===== config.mk =====
export PLATFORM = sky130hd
export DESIGN_NAME = uart_rx_param
export DESIGN_NICKNAME = d
export VERILOG_FILES = /design/src/rtl/uart_rx_param.sv
export SDC_FILE = /design/constraint.sdc
export NUM_CORES = 1
export LEC_CHECK = 0
export CAP_MARGIN = 20
export CORE_UTILIZATION = 39
export CTS_CLUSTER_DIAMETER = 150
export DETAILED_ROUTE_END_ITERATION = 10
export PLACE_DENSITY = 0.61
export SLEW_MARGIN = 20
export SYNTH_ARGS = -nofsm -noshare
export SYNTH_HDL_FRONTEND = slang
export SYNTH_SLANG_ARGS = --single-unit

===== constraint.sdc =====
create_clock -name clk -period 2.3 [get_ports clk]
set_input_delay 0.46 -clock clk [delete_from_list [all_inputs] [get_ports clk]]
set_output_delay 0.46 -clock clk [all_outputs]
set_load 0.05 [all_outputs]

===== src/rtl/uart_rx_param.sv =====
// Parametrised UART receiver with valid/ready output register, error flags, overrun and break.
// Define UART_RX_MAJORITY_EN to take each bit as a 2-of-3 vote around the mid-bit point.
module uart_rx_param #(
  parameter int unsigned CLK_RATE  = 50000000,
  parameter int unsigned BR        = 9600,
  parameter int unsigned DATA_W    = 8,
  parameter int unsigned PARITY    = 1,
  parameter int unsigned STOP_BITS = 1
) (
  input  logic              clk,
  input  logic              reset_n,
  input  logic              serial_in,
  output logic [DATA_W-1:0] rx_data,
  output logic              rx_valid,
  input  logic              rx_ready,
  output logic              parity_error,
  output logic              frame_error,
  output logic              overrun,
  output logic              break_det,
  output logic              busy
);

  localparam int unsigned Cpb     = CLK_RATE / BR;
  localparam int unsigned CntW    = $clog2(Cpb) + 1;
  localparam int unsigned BitW    = $clog2(DATA_W + 1);
  localparam int unsigned HalfCnt = (Cpb - 1) / 2;
`ifdef UART_RX_MAJORITY_EN
  localparam int unsigned MajOff  = 1;
`else
  localparam int unsigned MajOff  = 0;
`endif
  // Decision points sit MajOff past the mid-bit count; reload keeps timing referenced to it.
  localparam logic [CntW-1:0] StartPt = CntW'(HalfCnt + MajOff);
  localparam logic [CntW-1:0] BitPt   = CntW'(Cpb - 1 + MajOff);
  localparam logic [CntW-1:0] Reload  = CntW'(MajOff);
  localparam logic [BitW-1:0] LastBit  = BitW'(DATA_W - 1);
  localparam logic [BitW-1:0] LastStop = BitW'(STOP_BITS - 1);

  typedef enum logic [2:0] {
    StIdle, StStart, StData, StParity, StStop, StDone, StBreak
  } state_e;

  state_e            state_q, state_d;
  logic [1:0]        sync_q;
  logic              rxs;
  logic [CntW-1:0]   cnt_q, cnt_d;
  logic [BitW-1:0]   bit_cnt_q, bit_cnt_d;
  logic [DATA_W-1:0] shift_q, shift_d;
  logic              par_bit_q, par_bit_d;
  logic              perr_q, perr_d;
  logic              ferr_q, ferr_d;
  logic              brk_q, brk_d;
  logic              valid_q, valid_d;
  logic [DATA_W-1:0] data_out_q, data_out_d;
  logic              perr_out_q, perr_out_d;
  logic              ferr_out_q, ferr_out_d;
  logic              ovr_q, ovr_d;
  logic              bit_val;
  logic              sample_pt;
  logic              exp_par;
  logic              is_break;
  logic              complete;

  assign rxs = sync_q[1];

`ifdef UART_RX_MAJORITY_EN
  logic [1:0] hist_q;

  always_ff @(posedge clk or negedge reset_n) begin
    if (!reset_n) hist_q <= 2'b11;
    else          hist_q <= {hist_q[0], rxs};
  end

  assign bit_val = (hist_q[1] & hist_q[0]) | (hist_q[1] & rxs) | (hist_q[0] & rxs);
`else
  assign bit_val = rxs;
`endif

  assign exp_par  = (^shift_q) ^ (PARITY == 2);
  assign is_break = ferr_q && (shift_q == '0) && !par_bit_q;

  always_comb begin
    state_d   = state_q;
    cnt_d     = cnt_q + 1'b1;
    bit_cnt_d = bit_cnt_q;
    shift_d   = shift_q;
    par_bit_d = par_bit_q;
    perr_d    = perr_q;
    ferr_d    = ferr_q;
    brk_d     = 1'b0;
    complete  = 1'b0;
    sample_pt = (state_q == StStart) ? (cnt_q == StartPt) : (cnt_q == BitPt);
    unique case (state_q)
      StIdle: begin
        cnt_d     = '0;
        bit_cnt_d = '0;
        par_bit_d = 1'b0;
        perr_d    = 1'b0;
        ferr_d    = 1'b0;
        if (!rxs) state_d = StStart;
      end
      StStart: begin
        if (sample_pt) begin
          cnt_d   = Reload;
          state_d = bit_val ? StIdle : StData;
        end
      end
      StData: begin
        if (sample_pt) begin
          cnt_d     = Reload;
          shift_d   = {bit_val, shift_q[DATA_W-1:1]};
          bit_cnt_d = bit_cnt_q + 1'b1;
          if (bit_cnt_q == LastBit) begin
            bit_cnt_d = '0;
            state_d   = (PARITY != 0) ? StParity : StStop;
          end
        end
      end
      StParity: begin
        if (sample_pt) begin
          cnt_d     = Reload;
          par_bit_d = bit_val;
          perr_d    = (bit_val != exp_par);
          state_d   = StStop;
        end
      end
      StStop: begin
        if (sample_pt) begin
          cnt_d     = Reload;
          bit_cnt_d = bit_cnt_q + 1'b1;
          if (!bit_val) ferr_d = 1'b1;
          if (bit_cnt_q == LastStop) begin
            bit_cnt_d = '0;
            state_d   = StDone;
          end
        end
      end
      StDone: begin
        cnt_d = '0;
        if (is_break) begin
          brk_d   = 1'b1;
          state_d = StBreak;
        end else begin
          complete = 1'b1;
          state_d  = (ferr_q && !rxs) ? StBreak : StIdle;
        end
      end
      StBreak: begin
        cnt_d = '0;
        if (rxs) state_d = StIdle;
      end
      default: state_d = StIdle;
    endcase
  end

  // Acceptance and a new completion may coincide: the new word replaces the accepted one.
  always_comb begin
    valid_d    = valid_q;
    data_out_d = data_out_q;
    perr_out_d = perr_out_q;
    ferr_out_d = ferr_out_q;
    ovr_d      = ovr_q;
    if (valid_q && rx_ready) begin
      valid_d = 1'b0;
      ovr_d   = 1'b0;
    end
    if (complete) begin
      if (!valid_q || rx_ready) begin
        valid_d    = 1'b1;
        data_out_d = shift_q;
        perr_out_d = perr_q;
        ferr_out_d = ferr_q;
      end else begin
        ovr_d = 1'b1;
      end
    end
  end

  always_ff @(posedge clk or negedge reset_n) begin
    if (!reset_n) begin
      sync_q     <= 2'b11;
      state_q    <= StIdle;
      cnt_q      <= '0;
      bit_cnt_q  <= '0;
      shift_q    <= '0;
      par_bit_q  <= 1'b0;
      perr_q     <= 1'b0;
      ferr_q     <= 1'b0;
      brk_q      <= 1'b0;
      valid_q    <= 1'b0;
      data_out_q <= '0;
      perr_out_q <= 1'b0;
      ferr_out_q <= 1'b0;
      ovr_q      <= 1'b0;
    end else begin
      sync_q     <= {sync_q[0], serial_in};
      state_q    <= state_d;
      cnt_q      <= cnt_d;
      bit_cnt_q  <= bit_cnt_d;
      shift_q    <= shift_d;
      par_bit_q  <= par_bit_d;
      perr_q     <= perr_d;
      ferr_q     <= ferr_d;
      brk_q      <= brk_d;
      valid_q    <= valid_d;
      data_out_q <= data_out_d;
      perr_out_q <= perr_out_d;
      ferr_out_q <= ferr_out_d;
      ovr_q      <= ovr_d;
    end
  end

  assign rx_data      = data_out_q;
  assign rx_valid     = valid_q;
  assign parity_error = perr_out_q;
  assign frame_error  = ferr_out_q;
  assign overrun      = ovr_q;
  assign break_det    = brk_q;
  assign busy         = (state_q != StIdle);

endmodule


==> results.json, run 1 <==
{
  "clkLatencyLatePin_ns": 0.30,
  "cts.htree.levels": 2,
  "dr_wl_met3_um": 161,
  "nets": 276,
  "grt_pass1_wl_mm": 7.78,
  "async_flop_share": 1.00,
  "relSlewSlack": 0.645,
  "rsz0062_at_grt": "false",
  "ys_seq_elements": 47,
  "seq_area_um2": 1180,
  "drc": 0,
  "yosysTopAreaCell": "dfrtp_1",
  "hpwlAfterDp_mm": 3.38,
  "critPathMaxFanout": 11,
  "core_area_um2": 6030,
  "dpl.cell_count": 333,
  "final_antenna_net_count": 0,
  "port_buffers": 17,
  "dr.pass1.iters": 4,
  "cp.depth": 6,
  "yosysUniqueCellTypes": 53,
  "cts.path.max_buffers": 2,
  "synth_edf_count": 0,
  "instances_no_fill": 341,
  "irDropWorstVdd_mv": 0.310,
  "postCtsSetupRepairBufs": 0,
  "cpPeakStageDelay_ns": 0.55,
  "cp_num_buf_inv": 1,
  "grt_pass1_vias": 1662,
  "min_period_ns": 2.07,
  "synthTopCellsByCount": "dfrtp_1, nand2_1, nor2_1",
  "placed_area_um2": 2760,
  "synth_top_area_frac": 0.456,
  "r2r_cells": 6,
  "cp-start-kind": "flop",
  "yosysMostFrequentCell": "dfrtp_1",
  "yosysWarnings": 0,
  "vias": 1772,
  "switching_share": 0.191,
  "die_x_um": 81.6,
  "rows": 28,
  "worst_path_max_delay_cell": "or4b_4",
  "avgSynthCellArea_um2": 10.3,
  "seq_power_share": 0.529,
  "synth_cells": 239,
  "io_pins": 18,
  "p_per_area_nw_per_um2": 546,
  "die_area_um2": 6650,
  "outcome": "completed",
  "grt.total_usage": 0.155,
  "grt_antenna_before_repair": 0,
  "cts_buffers": 5,
  "synthFlopType": "dfrtp_1",
  "drive_above_1_share": 0.154,
  "p_switching_uw": 301,
  "place.gp.congestion": 0.800,
  "yosysSeqAreaShare": 0.477,
  "clockPowerShare": 0.448,
  "met1_length_mm": 2.27,
  "critical-path-top-delay-family": "simple AND/OR/NAND/NOR gates",
  "crit_path_end_kind": "flop",
  "cts_hold_buffers": 0,
  "die_h_um": 81.6,
  "grt_overflow": 0,
  "grt_max_degree": 25,
  "post_cts_resized": 0,
  "clkSinkCount": 47,
  "syn_nets": 250,
  "start_util": 0.410,
  "finalHoldViolations": 0,
  "syn_area_um2": 2470,
  "fin_tns_setup_ns": 0,
  "hold_class": "in -> async",
  "crit_arrival_ns": 2.26,
  "fillers": 541,
  "stdcell_area_um2": 2890,
  "finClkSkew_ns": 0.00669,
  "utilization": 0.480,
  "dp_slack_ns": 0.227,
  "setup_violations": 0,
  "cts_tree": "done",
  "multi_input_area_um2": 1200,
  "drt_iter0_drc": 119,
  "avgViaCountPerCell": 5.20,
  "combPwrFrac": 0.023,
  "worst_slack_ns": 0.227,
  "crit_required_ns": 2.48,
  "maxSlewViolCount": 0,
  "cp_cell_sequence": "or4b_4 > nor4_4 > o21ai_2 > a22oi_2 > buf_4 > nor2_1",
  "fin_crit_sh": 0.901,
  "cap_violations": 0,
  "p_leak_uw": 0.00127,
  "detail_route.wl_per_cell_um": 13.6,
  "cts-root-buf": "clkbuf_8",
  "routed-wl-met2_mm": 2.13,
  "wl_mm": 4.63,
  "synth_area_leaders": "dfrtp_1, mux2_2, nand2_1, ha_1, nor2_1",
  "top_layer": "met4",
  "syn2layout_area_growth_pct": 17.1,
  "diodes": 0,
  "fmax_mhz": 482,
  "intPower_uw": 1280,
  "critPathKind": "reg -> reg",
  "tightestPinTransition_ns": 0.532,
  "clkSlewWorstSetupHoldPaths_ns": 0.09
}
-- final timing paths --
check / from / to / slack, ns
worst max-delay path: cnt_q[6]$_DFF_PN0_ / cnt_q[3]$_DFF_PN0_ / 0.23
worst min-delay path: reset_n / rx_data[0]$_DFFE_PN0P_ / 0.13
worst max register to register: cnt_q[6]$_DFF_PN0_ / cnt_q[3]$_DFF_PN0_ / 0.23
worst min register to register: sync_q[0]$_DFF_PN1_ / sync_q[1]$_DFF_PN1_ / 0.36
max in group asynchronous: reset_n / sync_q[0]$_DFF_PN1_ / 1.53
min in group clk: sync_q[0]$_DFF_PN1_ / sync_q[1]$_DFF_PN1_ / 0.36
-- logic make-up (layout without fill, tap and decap cells) --
kind of cell | Yosys count | after routing | share of synthesized area
AND/OR/NAND/NOR | 90 | 90 | 0.204
buffers and inverters | 22 | 49 | 0.0370
AO/OA/AOI/OAI | 43 | 43 | 0.127
adder cells (fa/ha/maj) | 7 | 7 | 0.0355
XOR/XNOR | 16 | 16 | 0.0568
flip-flops | 47 | 47 | 0.477
multiplexers | 14 | 14 | 0.0623
-- worst register-to-register path: cells and delay by family, from the launching register on --
kind                   cells  cell delay, ns
buffers and inverters      1            0.20
AOI/OAI and AO/OA          2            0.32
and+or+nand+nor            3            0.99
DFF                        1            0.45
-- final cells by class --
cell class,count,share of cell area
timing repair buffer,26,0.0797
multi-input combinational,170,0.415
inverter,15,0.0195
sequential,47,0.408
tap,75,0.0325
clock buffer,6,0.0251
clock inverter,2,0.0208
-- sequential cells by signal (all words and copies together), names as in the netlist --
signal	count
state_q	3
overrun	1
rx_valid	1
bit_cnt_q	4
par_bit_q	1
ferr_q	1
break_det	1
cnt_q	14
frame_error	1
shift_q	8
sync_q	2
rx_data	8
parity_error	1
perr_q	1
-- cells in the final DEF (no fill, tap or decap), types with 2 or more instances in the layout --
cell type,count
nor2_1,23
nand2b_1,5
clkbuf_8,5
nor2b_1,4
nand2_1,24
bufinv_16,2
and3_1,4
inv_1,15
mux2_2,11
o21ai_0,14
a21oi_1,5
xnor2_1,8
and4_1,5
o221ai_1,2
o31ai_1,2
mux2i_1,3
dfrtp_1,45
nor3b_1,2
ha_1,7
nor3_1,2
nand3_1,10
xor2_1,8
a31oi_1,2
a221o_1,2
clkdlybuf4s50_1,15
buf_4,10
dfstp_2,2
-- power by group through the flow --
stage	Sequential [uW]	Combinational, uW	Clock [uW]
floorplan	853	7.95	0
global placement	850	37.8	0
detailed placement	850	37.9	0
CTS	834	38.0	730
global route	835	42.6	763
finish	834	36.8	707
-- per-layer routing --
metal  GRT usage  vias to the layer above
met5           0                        -
met4      0.0536                        0
met3      0.0367                        6
met2       0.249                       37
met1       0.204                      838
li1            -                      891
-- per-stage QoR --
| step | total power [uW] | hold WS [ns] |
|---|---|---|
| after detailed placement | 888 | 0.347 |
| final | 1580 | 0.128 |
| after CTS | 1600 | 0.125 |
| after global routing | 1640 | 0.166 |
| after global placement | 888 | 0.346 |
| after floorplan | 861 | 0.164 |
Power figures use the tool's default switching activity.
==> inputs of run 2 (changes only) <==
--- a/config.mk
+++ b/config.mk
@@ -9,7 +9,7 @@
 export CORE_UTILIZATION = 39
 export CTS_CLUSTER_DIAMETER = 150
 export DETAILED_ROUTE_END_ITERATION = 10
-export PLACE_DENSITY = 0.61
+export PLACE_DENSITY = 0.63
 export SLEW_MARGIN = 20
 export SYNTH_ARGS = -nofsm -noshare
 export SYNTH_HDL_FRONTEND = slang
==> constraint.sdc (replaced) <==
create_clock -name clk -period 1.81 [get_ports clk]
set_input_delay 0.362 -clock clk [delete_from_list [all_inputs] [get_ports clk]]
set_output_delay 0.362 -clock clk [all_outputs]
set_load 0.05 [all_outputs]
==> run 2 against run 1 <==
The run now ends with setup timing left. Combinational power increased by 33%. Critical path depth shrank 1. Hold slack worse by 0.11 ns. Critical endpoint is now state_q[0]$_DFFE_PN0P_.
==> results.json, run 2 (same netlist as run 1, synthesis figures left out) <==
{
  "outcome": "finished, violations left",
  "violations": "setup timing",
  "rsz0062_at_grt": "true",
  "detail_route.wl_per_cell_um": 14.1,
  "p_leak_uw": 0.00153,
  "most-common-layout-cells": "dfrtp_1, buf_4, nand2_1, nor2_1, o21ai_0",
  "wl_mm": 5.25,
  "rows": 28,
  "relSlewSlack": 0.665,
  "die_area_um2": 6650,
  "fmax_mhz": 519,
  "worst_slack_ns": -0.119,
  "irDropWorstVdd_mv": 0.346,
  "start_util": 0.410,
  "cts.path.max_buffers": 2,
  "setup_violations": 20,
  "grt_max_degree": 48,
  "largest_reg_flops": 14,
  "tightestPinTransition_ns": 0.501,
  "drive_above_1_share": 0.341,
  "cts-root-buf": "clkbuf_8",
  "die_x_um": 81.6,
  "dr.pass1.iters": 4,
  "die_h_um": 81.6,
  "port_buffers": 17,
  "clkSinkCount": 47,
  "grt_antenna_before_repair": 0,
  "crit_required_ns": 2.00,
  "grt.total_usage": 0.166,
  "diodes": 0,
  "fillers": 538,
  "largest-register": "cnt_q",
  "crit_arrival_ns": 2.11,
  "fin_crit_sh": 1.07,
  "final_antenna_net_count": 0,
  "finClkSkew_ns": 0.0105,
  "finalHoldViolations": 0,
  "totalPowerFinal_uw": 2020,
  "grt_pass1_vias": 1849,
  "avgViaCountPerCell": 5.17,
  "grt_overflow": 0,
  "nets": 306,
  "p_per_area_nw_per_um2": 611,
  "cp-start-kind": "flop",
  "cts_buffers": 5,
  "place.gp.congestion": 0.813,
  "syn2layout_area_growth_pct": 33.9,
  "critPathMaxFanout": 4,
  "cts_tree": "done",
  "hpwlAfterDp_mm": 3.54,
  "hold_class": "in -> async",
  "clkSlewWorstSetupHoldPaths_ns": 0.09,
  "min_period_ns": 1.93,
  "cap_violations": 0,
  "grt_pass1_wl_mm": 8.34,
  "drt_iter0_drc": 137,
  "cts.htree.levels": 2,
  "clkLatencyLatePin_ns": 0.30,
  "cts_hold_buffers": 0,
  "vias": 1918,
  "core_area_um2": 6030,
  "io_pins": 18,
  "fin_tns_setup_ns": -1.40,
  "critPathKind": "reg -> reg",
  "crit_path_end_kind": "flop",
  "maxSlewViolCount": 0,
  "drc": 0
}
## run 2: changes by cell type in the layout (fill, tap and decap cells not counted), moves of 2 or more
| cell | previous run | this run |
|---|---|---|
| nand2_1 | 24 | 22 |
| mux2_2 | 11 | 5 |
| buf_12 | 0 | 5 |
| buf_4 | 10 | 45 |
| mux2_4 | 0 | 6 |
| nor2_2 | 0 | 2 |
| inv_2 | 0 | 5 |
| inv_1 | 15 | 10 |
| clkdlybuf4s50_1 | 15 | 2 |
| ha_1 | 7 | 4 |
| o221ai_1 | 2 | 0 |
| o221ai_2 | 0 | 2 |
| ha_4 | 0 | 3 |
| nor2_1 | 23 | 21 |
## run 2: final timing paths
kind / startpoint / endpoint / slack, ns / depth (start not counted)
worst max-delay path: cnt_q[4]$_DFF_PN0_ / state_q[0]$_DFFE_PN0P_ / -0.12 / 5
worst min-delay path: reset_n / rx_data[1]$_DFFE_PN0P_ / 0.02 / 2
worst max register to register: cnt_q[4]$_DFF_PN0_ / state_q[0]$_DFFE_PN0P_ / -0.12 / 5
worst min register to register: sync_q[0]$_DFF_PN1_ / sync_q[1]$_DFF_PN1_ / 0.36 / 0
max in group asynchronous: reset_n / sync_q[0]$_DFF_PN1_ / 1.50 / 2
min in group clk: sync_q[0]$_DFF_PN1_ / sync_q[1]$_DFF_PN1_ / 0.36 / 0
## run 2: power by group
part	internal, uW	switching [uW]	total (uW)	leakage, uW
sequential	1050	5.35	1060	0.000634
clock	552	359	911	0.0000654
combinational	16.1	32.9	49.0	0.000834
## run 2: critical path: stages, from the launching register on
cell     delay [ns]
dfrtp_1        0.39
or4b_4         0.55
nor4_4         0.27
o21a_2         0.26
mux2i_1        0.25
o32ai_2        0.10
## run 2: metrics by stage
| stage | worst slack, ns | utilization | instances | area [um2] | hold slack (ns) |
|---|---|---|---|---|---|
| after floorplan | -0.0325 | - | 239 | 2490 | 0.0664 |
| after global placement | -0.0759 | 0.492 | 354 | 2970 | 0.346 |
| after detailed placement | -0.102 | 0.492 | 354 | 2970 | 0.348 |
| after CTS | -0.102 | 0.527 | 366 | 3180 | 0.0330 |
| after global routing | -0.196 | 0.548 | 371 | 3300 | 0.0236 |
| final | -0.119 | 0.548 | 371 | 3300 | 0.0170 |
## run 2: final cells by class
cell class | instances | area (um2) | area share
Multi-Input combinational cell | 170 | 1330 | 0.403
Sequential cell | 47 | 1180 | 0.357
Timing Repair Buffer | 56 | 512 | 0.155
Clock buffer | 6 | 72.6 | 0.0220
Tap cell | 75 | 93.8 | 0.0284
Inverter | 15 | 56.3 | 0.0170
Clock inverter | 2 | 60.1 | 0.0182
## run 2: layer usage
| metal | part of all wire | up-vias | GRT usage |
|---|---|---|---|
| met1 | 0.46 | 929 | 0.205 |
| met4 | 0.013 | 0 | 0.0679 |
| li1 | - | 950 | - |
| met3 | 0.027 | 5 | 0.0389 |
| met5 | 0 | - | 0 |
| met2 | 0.50 | 34 | 0.277 |
## run 2: timing repair
item | in CTS | in global routing
gates cloned | 0 | 1
pin swaps | 3 | 7
endpoints found under the setup margin | 19 | 41
resized for setup | 9 | 21
setup buffers | 4 | 4
==> inputs of run 3 (changes only) <==
--- a/config.mk
+++ b/config.mk
@@ -6,9 +6,11 @@
 export NUM_CORES = 1
 export LEC_CHECK = 0
 export CAP_MARGIN = 20
+export CORE_ASPECT_RATIO = 0.9
 export CORE_UTILIZATION = 39
 export CTS_CLUSTER_DIAMETER = 150
 export DETAILED_ROUTE_END_ITERATION = 10
+export HOLD_SLACK_MARGIN = 0.03
 export PLACE_DENSITY = 0.63
 export SLEW_MARGIN = 20
 export SYNTH_ARGS = -nofsm -noshare
==> run 3 against run 2 <==
The flow still finishes with violations (setup timing). First-iteration DRC count fell by 31%. Global-route usage rose by 0.21 points. Final area is 1.2% higher. Via count rose by 1.2%. Critical path depth increased by 1. Critical endpoint is now cnt_q[9]$_DFF_PN0_.
==> results.json, run 3 (same netlist as run 1, synthesis figures left out) <==
{
  "outcome": "finished, violations left",
  "violations": "setup timing",
  "min_period_ns": 1.89,
  "crit_path_end_kind": "flop",
  "intPower_uw": 1380,
  "grt.total_usage": 0.168,
  "hold_class": "reg -> reg",
  "crit_arrival_ns": 2.09,
  "detail_route.wl_per_cell_um": 13.7,
  "fillers": 560,
  "largest-register": "cnt_q",
  "grt_pass1_wl_mm": 8.71,
  "diodes": 0,
  "maxSlewViolCount": 0,
  "placed_area_um2": 2980,
  "grt_max_degree": 30,
  "most-common-layout-cells": "buf_4, dfrtp_1, nand2_1, nor2_1, o21ai_0",
  "port_buffers": 17,
  "whs_path_depth": 0,
  "worst_slack_ns": -0.0770,
  "cts.path.max_buffers": 2,
  "vias": 1941,
  "irDropWorstVdd_mv": 0.357,
  "rows": 27,
  "clkSinkCount": 47,
  "cap_violations": 0,
  "r2r_cells": 6,
  "cp-start-kind": "flop",
  "stdcell_area_um2": 3350,
  "fin_crit_sh": 1.04,
  "grt_overflow": 0,
  "critPathMaxFanout": 11,
  "p_switching_uw": 410,
  "die_h_um": 77.5,
  "start_util": 0.404,
  "grt_pass1_vias": 1893,
  "combPwrFrac": 0.028,
  "drive_above_1_share": 0.373,
  "drt_iter0_drc": 95,
  "cts-root-buf": "clkbuf_8",
  "rsz0062_at_grt": "true",
  "hpwlAfterDp_mm": 3.61,
  "largest_reg_flops": 14,
  "crit_required_ns": 2.01,
  "fmax_mhz": 530,
  "seq_power_share": 0.591,
  "io_pins": 18,
  "drc": 0,
  "grt_antenna_before_repair": 0,
  "seq_area_um2": 1180,
  "critPathKind": "reg -> reg",
  "setup_violations": 16,
  "nets": 310,
  "finClkSkew_ns": 0.00752,
  "cts_buffers": 5,
  "wl_mm": 5.31,
  "clockPowerShare": 0.381,
  "switching_share": 0.228,
  "p_leak_uw": 0.00153,
  "final_antenna_net_count": 0,
  "core_area_um2": 6110,
  "die_area_um2": 6650,
  "tightestPinTransition_ns": 0.440,
  "p_per_area_nw_per_um2": 536,
  "multi_input_area_um2": 1360,
  "place.gp.congestion": 0.801,
  "dr.pass1.iters": 4,
  "totalPowerFinal_uw": 1790,
  "die_x_um": 85.9,
  "cts_tree": "done",
  "syn2layout_area_growth_pct": 35.5,
  "clkSlewWorstSetupHoldPaths_ns": 0.09,
  "clkLatencyLatePin_ns": 0.31,
  "mostFrequentLayoutCell": "buf_4",
  "avgViaCountPerCell": 5.02,
  "finalHoldViolations": 0,
  "cts.htree.levels": 2,
  "relSlewSlack": 0.705
}
-- run 3: worst max-delay path, stage by stage (launching register included) --
cell,delay (ns)
dfrtp_1,0.38
or4b_4,0.54
nor4_4,0.26
o21ai_2,0.16
a22oi_2,0.23
buf_12,0.16
nor2_1,0.05
-- run 3: stage by stage --
step | cells | setup TNS (ns) | setup slack [ns] | hold WS [ns] | utilization
after detailed placement | 366 | -1.03 | -0.0854 | 0.334 | 0.487
after floorplan | 239 | -0.125 | -0.0325 | 0.0664 | -
final | 387 | -0.959 | -0.0770 | 0.365 | 0.547
after global routing | 387 | -2.93 | -0.188 | 0.372 | 0.547
after CTS | 380 | -1.04 | -0.0940 | 0.365 | 0.516
after global placement | 366 | -0.729 | -0.0683 | 0.333 | 0.487
-- run 3: worst paths after layout --
kind / slack [ns] / startpoint / end
worst max-delay path: -0.08 / cnt_q[4]$_DFF_PN0_ / cnt_q[9]$_DFF_PN0_
worst min-delay path: 0.36 / sync_q[0]$_DFF_PN1_ / sync_q[1]$_DFF_PN1_
max in group asynchronous: 0.77 / reset_n / cnt_q[4]$_DFF_PN0_
min in group asynchronous: 0.52 / reset_n / rx_data[0]$_DFFE_PN0P_
worst max register to register: -0.08 / cnt_q[4]$_DFF_PN0_ / cnt_q[9]$_DFF_PN0_
worst min register to register: 0.36 / sync_q[0]$_DFF_PN1_ / sync_q[1]$_DFF_PN1_
-- run 3: cell type report --
class | count | area share
inverters | 15 | 0.0168
flip-flops and latches | 47 | 0.352
clock inverters | 2 | 0.00486
well taps | 87 | 0.0325
repair buffers | 60 | 0.161
clock buffers | 6 | 0.0247
multi-input cells | 170 | 0.408
-- run 3: power by group through the flow --
stage / Clock (uW) / Sequential [uW] / Combinational [uW]
after floorplan: 0 / 1080 / 10.1
after global placement: 0 / 1080 / 50.1
after detailed placement: 0 / 1080 / 50.4
after CTS: 711 / 1060 / 52.2
after global routing: 744 / 1060 / 57.8
final: 683 / 1060 / 50.5
-- run 3: layer usage --
metal | global-route usage | share of wire | vias up
met4 | 0.0700 | 0.012 | 0
met3 | 0.0330 | 0.030 | 5
met2 | 0.275 | 0.49 | 34
met1 | 0.217 | 0.47 | 947
li1 | - | - | 955
met5 | 0 | 0 | -
-- run 3: repair_timing --
| item | in CTS | in global routing |
|---|---|---|
| hold buffers | 1 | 0 |
| setup buffers | 5 | 6 |
| hold endpoints to repair | 16 | 0 |
| setup endpoints to repair | 27 | 31 |
| pin swaps | 3 | 9 |
| gates resized for setup | 6 | 34 |
| gates cloned | 0 | 1 |
